### src/rtl/dircc_accum_receive_handler_pkg.sv
// ----------------------------------------------------------------------------
// dircc_accum_receive_handler_pkg
// Shared types for the accumulating DiRCC receive handler:
//   - tick message / packet payload and device state layouts
//   - DiRCC run-state flag constants
//   - FIFO entry, user-state overlay and handler FSM encodings
// ----------------------------------------------------------------------------
package dircc_accum_receive_handler_pkg;

   // DiRCC run-state flags carried in device_state_t.dircc_state
   localparam logic [15:0] DIRCC_STATE_DONE    = 16'h0001;
   localparam logic [15:0] DIRCC_STATE_STOPPED = 16'h0002;
   localparam logic [15:0] DIRCC_STATE_DONE_STOPPED = DIRCC_STATE_DONE | DIRCC_STATE_STOPPED;

   // Tick message payload delivered by the packet router
   typedef struct packed {
      logic [31:0] count;
   } tick_msg_t;

   typedef tick_msg_t packet_data_t;

   // Thread device state as held in state memory
   typedef struct packed {
      logic [63:0] user_state;
      logic [15:0] dircc_state_extra;
      logic [15:0] dircc_state;
   } device_state_t;

   // Overlay of user_state used by the accumulator
   typedef struct packed {
      logic [15:0] rx_count;
      logic [47:0] acc;
   } acc_user_state_t;

   // Buffered packet: count is pre-masked to COUNT_WIDTH on entry
   typedef struct packed {
      logic [31:0] count;
      logic [7:0]  port_id;
   } acc_rx_entry_t;

   typedef enum logic [1:0] {
      IDLE   = 2'd0,
      READ   = 2'd1,
      UPDATE = 2'd2,
      WRITE  = 2'd3
   } acc_rx_fsm_t;

endpackage

### src/rtl/dircc_accum_receive_handler_fifo.sv
// ----------------------------------------------------------------------------
// dircc_rx_fifo
// Small synchronous FIFO with registered full/empty flags.
//   clk, reset_n  : clock, asynchronous active-low reset
//   push_i        : write push_data_i (taken when not full, or when popping)
//   push_data_i   : entry to store
//   pop_i         : retire head entry (ignored when empty)
//   pop_data_o    : head entry, valid while !empty_o
//   full_o        : registered, all DEPTH entries occupied
//   empty_o       : registered, no entries occupied
// DEPTH must be a power of two so the pointers wrap naturally.
// ----------------------------------------------------------------------------
module dircc_rx_fifo #(
   parameter int  DEPTH = 4,
   parameter type T     = logic [7:0]
) (
   input  logic clk,
   input  logic reset_n,
   input  logic push_i,
   input  T     push_data_i,
   input  logic pop_i,
   output T     pop_data_o,
   output logic full_o,
   output logic empty_o
);

   localparam int AW = $clog2(DEPTH);
   localparam int CW = AW + 1;

   logic [AW-1:0] wr_ptr_q, rd_ptr_q;
   logic [CW-1:0] cnt_q, cnt_d;
   logic          full_q, empty_q;
   logic          do_push, do_pop;
   T              mem_q [DEPTH];

   assign do_pop  = pop_i && !empty_q;
   // A push on a full FIFO fits only because the head leaves the same cycle
   assign do_push = push_i && (!full_q || do_pop);

   always_comb begin
      cnt_d = cnt_q;
      if (do_push && !do_pop) cnt_d = cnt_q + CW'(1);
      if (do_pop && !do_push) cnt_d = cnt_q - CW'(1);
   end

   always_ff @(posedge clk or negedge reset_n) begin
      if (!reset_n) begin
         wr_ptr_q <= '0;
         rd_ptr_q <= '0;
         cnt_q    <= '0;
         full_q   <= 1'b0;
         empty_q  <= 1'b1;
      end else begin
         if (do_push) wr_ptr_q <= wr_ptr_q + AW'(1);
         if (do_pop)  rd_ptr_q <= rd_ptr_q + AW'(1);
         cnt_q   <= cnt_d;
         full_q  <= (cnt_d == CW'(DEPTH));
         empty_q <= (cnt_d == '0);
      end
   end

   // Storage needs no reset: entries are only read while counted as occupied
   always_ff @(posedge clk) begin
      if (do_push) mem_q[wr_ptr_q] <= push_data_i;
   end

   assign pop_data_o = mem_q[rd_ptr_q];
   assign full_o     = full_q;
   assign empty_o    = empty_q;

endmodule

### src/rtl/dircc_accum_receive_handler.sv
// ----------------------------------------------------------------------------
// dircc_accum_receive_handler
// Buffers tick packets and accumulates their counts into thread device state
// through a handshaked read-modify-write. Flags DONE|STOPPED once the
// accumulator reaches the threshold.
//   clk, reset_n        : clock, asynchronous active-low reset
//   address             : thread address (reported on completion)
//   packet_in/port_id   : incoming tick payload and its input port
//   packet_in_valid     : packet present; taken when packet_in_ready
//   packet_in_ready     : buffer has room (registered)
//   total               : completion threshold
//   state_read_req      : one-cycle state read request
//   read_state(_valid)  : state read return
//   write_state(_valid) : updated state, held until write_state_ready
//   packet_handled      : pulse per retired packet (written or discarded)
//   dropped             : pulse per discarded packet
//   busy                : packet in flight or buffered
// ----------------------------------------------------------------------------
module dircc_accum_receive_handler
   import dircc_accum_receive_handler_pkg::*;
#(
   parameter int ADDRESS_MEM_WIDTH = 32,
   parameter int COUNT_WIDTH       = 16,
   parameter int ACC_WIDTH         = 48,
   parameter int FIFO_DEPTH        = 4,
   parameter int NUM_PORTS         = 4,
   parameter int SATURATE          = 1
) (
   input  logic                         clk,
   input  logic                         reset_n,
   input  logic [ADDRESS_MEM_WIDTH-1:0] address,
   input  packet_data_t                 packet_in,
   input  logic [7:0]                   port_id,
   input  logic                         packet_in_valid,
   output logic                         packet_in_ready,
   input  logic [ACC_WIDTH-1:0]         total,
   output logic                         state_read_req,
   input  device_state_t                read_state,
   input  logic                         read_state_valid,
   output device_state_t                write_state,
   output logic                         write_state_valid,
   input  logic                         write_state_ready,
   output logic                         packet_handled,
   output logic                         dropped,
   output logic                         busy
);

   localparam logic [31:0] CNT_MASK = 32'((64'd1 << COUNT_WIDTH) - 64'd1);
   localparam logic [8:0]  NPORTS   = 9'(NUM_PORTS);

   // ---------------- packet buffer ----------------
   acc_rx_entry_t push_entry, head;
   logic          fifo_full, fifo_empty, fifo_push, fifo_pop;

   assign push_entry.count   = packet_in.count & CNT_MASK;
   assign push_entry.port_id = port_id;
   assign packet_in_ready    = !fifo_full;
   assign fifo_push          = packet_in_valid && packet_in_ready;

   dircc_rx_fifo #(
      .DEPTH (FIFO_DEPTH),
      .T     (acc_rx_entry_t)
   ) u_fifo (
      .clk         (clk),
      .reset_n     (reset_n),
      .push_i      (fifo_push),
      .push_data_i (push_entry),
      .pop_i       (fifo_pop),
      .pop_data_o  (head),
      .full_o      (fifo_full),
      .empty_o     (fifo_empty)
   );

   // ---------------- handler state ----------------
   acc_rx_fsm_t   state_q;
   logic [31:0]   cnt_q;
   device_state_t rd_q;
   device_state_t wr_q;
   logic          wr_vld_q, req_q, handled_q, dropped_q;

   assign fifo_pop = (state_q == IDLE) && !fifo_empty;

   // ---------------- update datapath ----------------
   logic [ACC_WIDTH:0]   sum_d;
   logic [ACC_WIDTH-1:0] res_d;
   device_state_t        upd_d;
   logic                 rd_done;
   logic                 reach_d;

   assign rd_done = (rd_q.dircc_state & DIRCC_STATE_DONE) != '0;

   always_comb begin
      // Extra bit catches the carry used for saturation
      sum_d   = {1'b0, rd_q.user_state[ACC_WIDTH-1:0]} + (ACC_WIDTH+1)'(cnt_q);
      res_d   = ((SATURATE != 0) && sum_d[ACC_WIDTH]) ? '1 : sum_d[ACC_WIDTH-1:0];
      reach_d = (res_d >= total);
      // Bits between ACC_WIDTH and 48 plus dircc_state_extra pass through
      upd_d   = rd_q;
      upd_d.user_state[63:48]          = rd_q.user_state[63:48] + 16'd1;
      upd_d.user_state[ACC_WIDTH-1:0] = res_d;
      if (reach_d) upd_d.dircc_state = DIRCC_STATE_DONE_STOPPED;
   end

   // ---------------- FSM ----------------
   always_ff @(posedge clk or negedge reset_n) begin
      if (!reset_n) begin
         state_q   <= IDLE;
         cnt_q     <= '0;
         rd_q      <= '0;
         wr_q      <= '0;
         wr_vld_q  <= 1'b0;
         req_q     <= 1'b0;
         handled_q <= 1'b0;
         dropped_q <= 1'b0;
      end else begin
         req_q     <= 1'b0;
         handled_q <= 1'b0;
         dropped_q <= 1'b0;
         case (state_q)
            IDLE: begin
               if (!fifo_empty) begin
                  if ({1'b0, head.port_id} >= NPORTS) begin
                     handled_q <= 1'b1;
                     dropped_q <= 1'b1;
                  end else begin
                     cnt_q   <= head.count;
                     req_q   <= 1'b1;
                     state_q <= READ;
                  end
               end
            end
            READ: begin
               if (read_state_valid) begin
                  rd_q    <= read_state;
                  state_q <= UPDATE;
               end
            end
            UPDATE: begin
               if (rd_done) begin
                  // Thread already finished: retire without touching state
                  handled_q <= 1'b1;
                  dropped_q <= 1'b1;
                  state_q   <= IDLE;
               end else begin
                  wr_q     <= upd_d;
                  wr_vld_q <= 1'b1;
                  state_q  <= WRITE;
               end
            end
            WRITE: begin
               if (write_state_ready) begin
                  handled_q <= 1'b1;
                  wr_vld_q  <= 1'b0;
                  state_q   <= IDLE;
               end
            end
            default: state_q <= IDLE;
         endcase
      end
   end

`ifndef SYNTHESIS
   always_ff @(posedge clk) begin
      if (reset_n && state_q == UPDATE && !rd_done && reach_d)
         $display("%0t: dircc_accum_receive_handler complete, address %h", $time, address);
   end
`endif

   assign state_read_req    = req_q;
   assign write_state       = wr_q;
   assign write_state_valid = wr_vld_q;
   assign packet_handled    = handled_q;
   assign dropped           = dropped_q;
   assign busy              = (state_q != IDLE) || !fifo_empty;

endmodule

### config.mk
export PLATFORM = sky130hd
export DESIGN_NAME = dircc_accum_receive_handler
export DESIGN_NICKNAME = d
export VERILOG_FILES = /design/src/rtl/dircc_accum_receive_handler_pkg.sv /design/src/rtl/dircc_accum_receive_handler_fifo.sv /design/src/rtl/dircc_accum_receive_handler.sv
export SDC_FILE = /design/constraint.sdc
export NUM_CORES = 1
export LEC_CHECK = 0
export ABC_AREA = 1
export BUFFER_PORTS_ARGS = -buffer_cell sky130_fd_sc_hd__buf_2
export CAP_MARGIN = 20
export CORE_MARGIN = 2
export CORE_UTILIZATION = 56
export DETAILED_ROUTE_END_ITERATION = 6
export PLACE_DENSITY = 0.83
export SYNTH_ARGS = -nofsm -noshare
export SYNTH_HDL_FRONTEND = slang
export SYNTH_SLANG_ARGS = --single-unit
### constraint.sdc
create_clock -name clk -period 5 [get_ports clk]
set_clock_uncertainty 0.15 [all_clocks]
set_input_delay 1.25 -clock clk [delete_from_list [all_inputs] [get_ports clk]]
set_output_delay 1.25 -clock clk [all_outputs]
set_load 0.03 [all_outputs]
==> results by group <==
Placed design
  – Area post-placement: 17900 sq um
  – Input/output buffers: 272
  – Half-perimeter wire length after detailed placement: 31.7 mm
  – Placer congestion estimate: 0.965

Synthesis
  – Post-synthesis cell type count: 41
  – Ys flop type: sky130_fd_sc_hd__dfrtp_1
  – Avg Cell Area, Syn: 8.24 sq um
  – Seq cells post-synth: 311
  – Sequential share of the synthesized area: 51.0%
  – Portion of synthesized cell area occupied by the leading cell type: 34.4%
  – Number of enable-type register cells in the synthesized netlist: 88
  – Fraction of registers with async set/reset: 71.7%
  – Net count after synthesis: 2250
  – Cell types with the largest area share after synthesis: sky130_fd_sc_hd__dfrtp_1, sky130_fd_sc_hd__edfxtp_1, sky130_fd_sc_hd__nand2_1, sky130_fd_sc_hd__inv_1, sky130_fd_sc_hd__ha_1
  – Post-synthesis instance area: 16100 sq um
  – Number of warnings reported in the yosys synthesis log: 0
  – Top cell type by total area after synthesis: sky130_fd_sc_hd__dfrtp_1
  – Synthesized instance count: 1957

Setup path
  – Element type at the critical path end: register
  – Data required time at the worst endpoint: 5.25 ns
  – Worst Path Max Fanout: 16
  – Cell class contributing the biggest share of worst-path delay: simple AND/OR/NAND/NOR gates
  – Critical path cell sequence: ha_1 -> fa_1 -> nand2_1 -> inv_1 -> nand2_1 -> nand3_2 -> nand2_1 -> nand2_1 -> nand2_1 -> nand2_2 -> nand2_4 -> buf_12 -> nand3_2 -> ha_1 -> nand2_1 -> nor2_1 -> nand2_1 -> nor2_1 -> and3_1 -> nand2_1 -> nand4_1 -> nand2_1
  – Type of the worst setup path: register to register
  – Data arrival, critical path: 4.84 ns
  – Kind of start point of the critical path: register
  – Delay of the slowest cell on the worst path: 0.45 ns
  – Most prevalent standard cell on the critical path: sky130_fd_sc_hd__nand2_1
  – Total buffers and inverters traversed by the critical path: 2
  – Slowest-stage cell, CP: sky130_fd_sc_hd__fa_1

Final layout
  – Nets@finish: 2517
  – Synthesis-to-finish area growth: 18.4%
  – Utilization after layout: 66.9%
  – Fraction of layout instances using a drive strength above 1: 18.5%
  – Number of fill cells in the layout: 2355
  – Commonest non-fill, non-tap cells in the layout: sky130_fd_sc_hd__nand2_1, sky130_fd_sc_hd__buf_2, sky130_fd_sc_hd__inv_1
  – Cell area after layout: 19100 sq um
  – Commonest non-fill, non-tap cell in the layout: sky130_fd_sc_hd__nand2_1

Pwr
  – Combinational fraction of design power: 48.4%
  – Cell Pwr Density: 690 nW/um^2
  – Switching share of power: 45.5%
  – Sequential fraction of design power: 32.5%
  – Internal: 0.00719 W
  – Worst vdd ir: 0.443 mV
  – Sw power: 0.00599 W
  – Cell leakage power: 10.2 nW
  – Clock share of power: 19.2%

Clocking
  – Post-CTS setup buffer count: 0
  – Clock-pin transition on the worst setup and hold timing paths: 0.06 ns
  – Level count of the clock H-tree: 2
  – CTS buffer count: 35
  – Clock root buffer master: sky130_fd_sc_hd__clkbuf_16
  – CTS tree: built
  – Worst-case clock buffer depth: 3
  – Latest clock arrival within the worst-skew pair: 0.52 ns
  – Clock sink count: 311
  – Total of hold buffers inserted after clock tree synthesis: 0

Routing
  – Detail-routed via count per cell: 5.27
  – Number of violations reported at the end of detailed-routing iteration 0: 960
  – Antenna viol nets, final: 0
  – Routed wire length: 43.3 mm
  – Routed length per placed instance: 16.4 um
  – Total DRC errors in the routed layout: 0
  – Detailed-route via count: 13900
  – 1st-pass router iterations: 7

GRT
  – Global router's overall resource usage: 29.1%
  – Largest net degree at the start of global routing: 123
  – Number of antenna violations at the first check in global routing: 12
  – Global route overflow: 0
  – Wire length of the first global-routing pass: 70.1 mm
  – Vias in the first global route: 13800

Floorplanning
  – Die extent in y: 174 um
  – I/O pin total: 323
  – Total die area: 30200 sq um
  – Die span in x: 174 um
  – Number of rows created at floorplan: 62
  – Starting density of the core: 56.5%
  – Core area: 28500 sq um

Status
  – Outcome: finished, final reports clean

Timing
  – Setup TNS: 0 ns
  – Top achievable clock speed: 218 MHz
  – Unrepaired setup endpoints after global routing: false
  – Normalized max-slew margin: 26.5%
  – Count of endpoints failing setup in the final report: 0
  – Transition time at the pin with the least slew margin: 1.10 ns
  – Final slew viol count: 0
  – Post-route worst hold slack: 0.322 ns
  – Final Hold Viols: 0
  – Final clock period utilization by the worst path: 91.8%
  – Min Tclk post-route: 4.59 ns

Job
  – Max-capacitance violation count: 0

Hold path
  – Path type of the worst min-delay path: register to register
==> state kept, by name, indices dropped and copies added, names as in the netlist, 2 cells and up <==
register         cells
write_state         96
rd_q                95
u_fifo.cnt_q         3
u_fifo.rd_ptr_q      2
u_fifo.wr_ptr_q      2
state_q              2
u_fifo.mem_q        88
cnt_q               16
==> metrics by stage <==
step,cells,setup slack [ns],power [W]
3_5_place_dp,2570,0.373,0.0106
5_1_grt,2638,0.0766,0.0142
2_1_floorplan,1957,1.44,0.00871
6_report,2641,0.411,0.0132
3_3_place_gp,2570,0.442,0.0103
4_1_cts,2632,0.351,0.0132
==> worst paths after layout <==
check                                             from                     endpoint  slack, ns  cells past startpoint
setup / recovery                  cnt_q[0]$_DFFE_PN0P_   write_state[5]$_DFFE_PN0P_       0.41                     22
hold / removal             write_state[37]$_DFFE_PN0P_  write_state[37]$_DFFE_PN0P_       0.32                      2
setup reg to reg                  cnt_q[0]$_DFFE_PN0P_   write_state[5]$_DFFE_PN0P_       0.41                     22
hold reg to reg            write_state[37]$_DFFE_PN0P_  write_state[37]$_DFFE_PN0P_       0.32                      2
max in group asynchronous                      reset_n     u_fifo.empty_o$_DFF_PN1_       3.14                      2
min in group asynchronous                      reset_n         rd_q[55]$_DFFE_PN0P_       0.63                      1
==> power by group through the flow <==
stage	clock [W]	sequential (W)	combinational (W)
floorplan	0	0.00485	0.00386
global placement	0	0.00426	0.00604
detailed placement	0	0.00431	0.00624
CTS	0.00257	0.00429	0.00631
global route	0.00268	0.00439	0.00715
finish	0.00253	0.00428	0.00637
==> synth_stat cells, types with 25 or more instances <==
cell type,count
sky130_fd_sc_hd__a21oi_1,97
sky130_fd_sc_hd__clkbuf_1,44
sky130_fd_sc_hd__dfrtp_1,222
sky130_fd_sc_hd__edfxtp_1,88
sky130_fd_sc_hd__ha_1,71
sky130_fd_sc_hd__inv_1,262
sky130_fd_sc_hd__mux2_2,25
sky130_fd_sc_hd__nand2_1,593
sky130_fd_sc_hd__nand3_1,90
sky130_fd_sc_hd__nand4_1,35
sky130_fd_sc_hd__nor2_1,234
sky130_fd_sc_hd__o21ai_0,58
==> per-layer routing <==
layer | wire, um | vias to the layer above | track usage [%]
met1 | 18200 | 6554 | 37.0
li1 | - | 6777 | -
met3 | 2700 | 121 | 5.72
met2 | 20500 | 446 | 48.5
met5 | 55 | - | 0
met4 | 1910 | 8 | 12.8
==> final cells by class <==
| type | count | area (sq um) | share of cell area [%] |
|---|---|---|---|
| Clock buffer | 46 | 967 | 5.06 |
| Timing Repair Buffer | 290 | 1560 | 8.19 |
| Clock inverter | 16 | 175 | 0.917 |
| Sequential cell | 311 | 8220 | 43.0 |
| Multi-Input combinational cell | 1321 | 6680 | 35.0 |
| Inverter | 265 | 997 | 5.22 |
| Tap cell | 384 | 480 | 2.51 |
| Antenna cell | 8 | 20.0 | 0.105 |
==> kinds of logic after synthesis <==
group | Yosys count | synth area share (%)
buffers and inverters | 325 | 7.78
DFF | 311 | 51.0
xor gates and xnor gates | 21 | 1.14
AOI/OAI and AO/OA | 182 | 6.18
and+or+nand+nor | 1021 | 26.5
muxes | 25 | 1.74
adders and majority gates | 72 | 5.63
==> worst min-delay path, cell delays in order (launching register included) <==
cell                      delay, ns
sky130_fd_sc_hd__dfrtp_1       0.33
sky130_fd_sc_hd__nand2_1       0.05
sky130_fd_sc_hd__nand2_1       0.05
==> repair_timing <==
item	in CTS	in global routing
resized for setup	0	1
endpoints found under the hold margin	0	0
endpoints found under the setup margin	0	14
No activity file was read; power rests on OpenSTA's default activity.
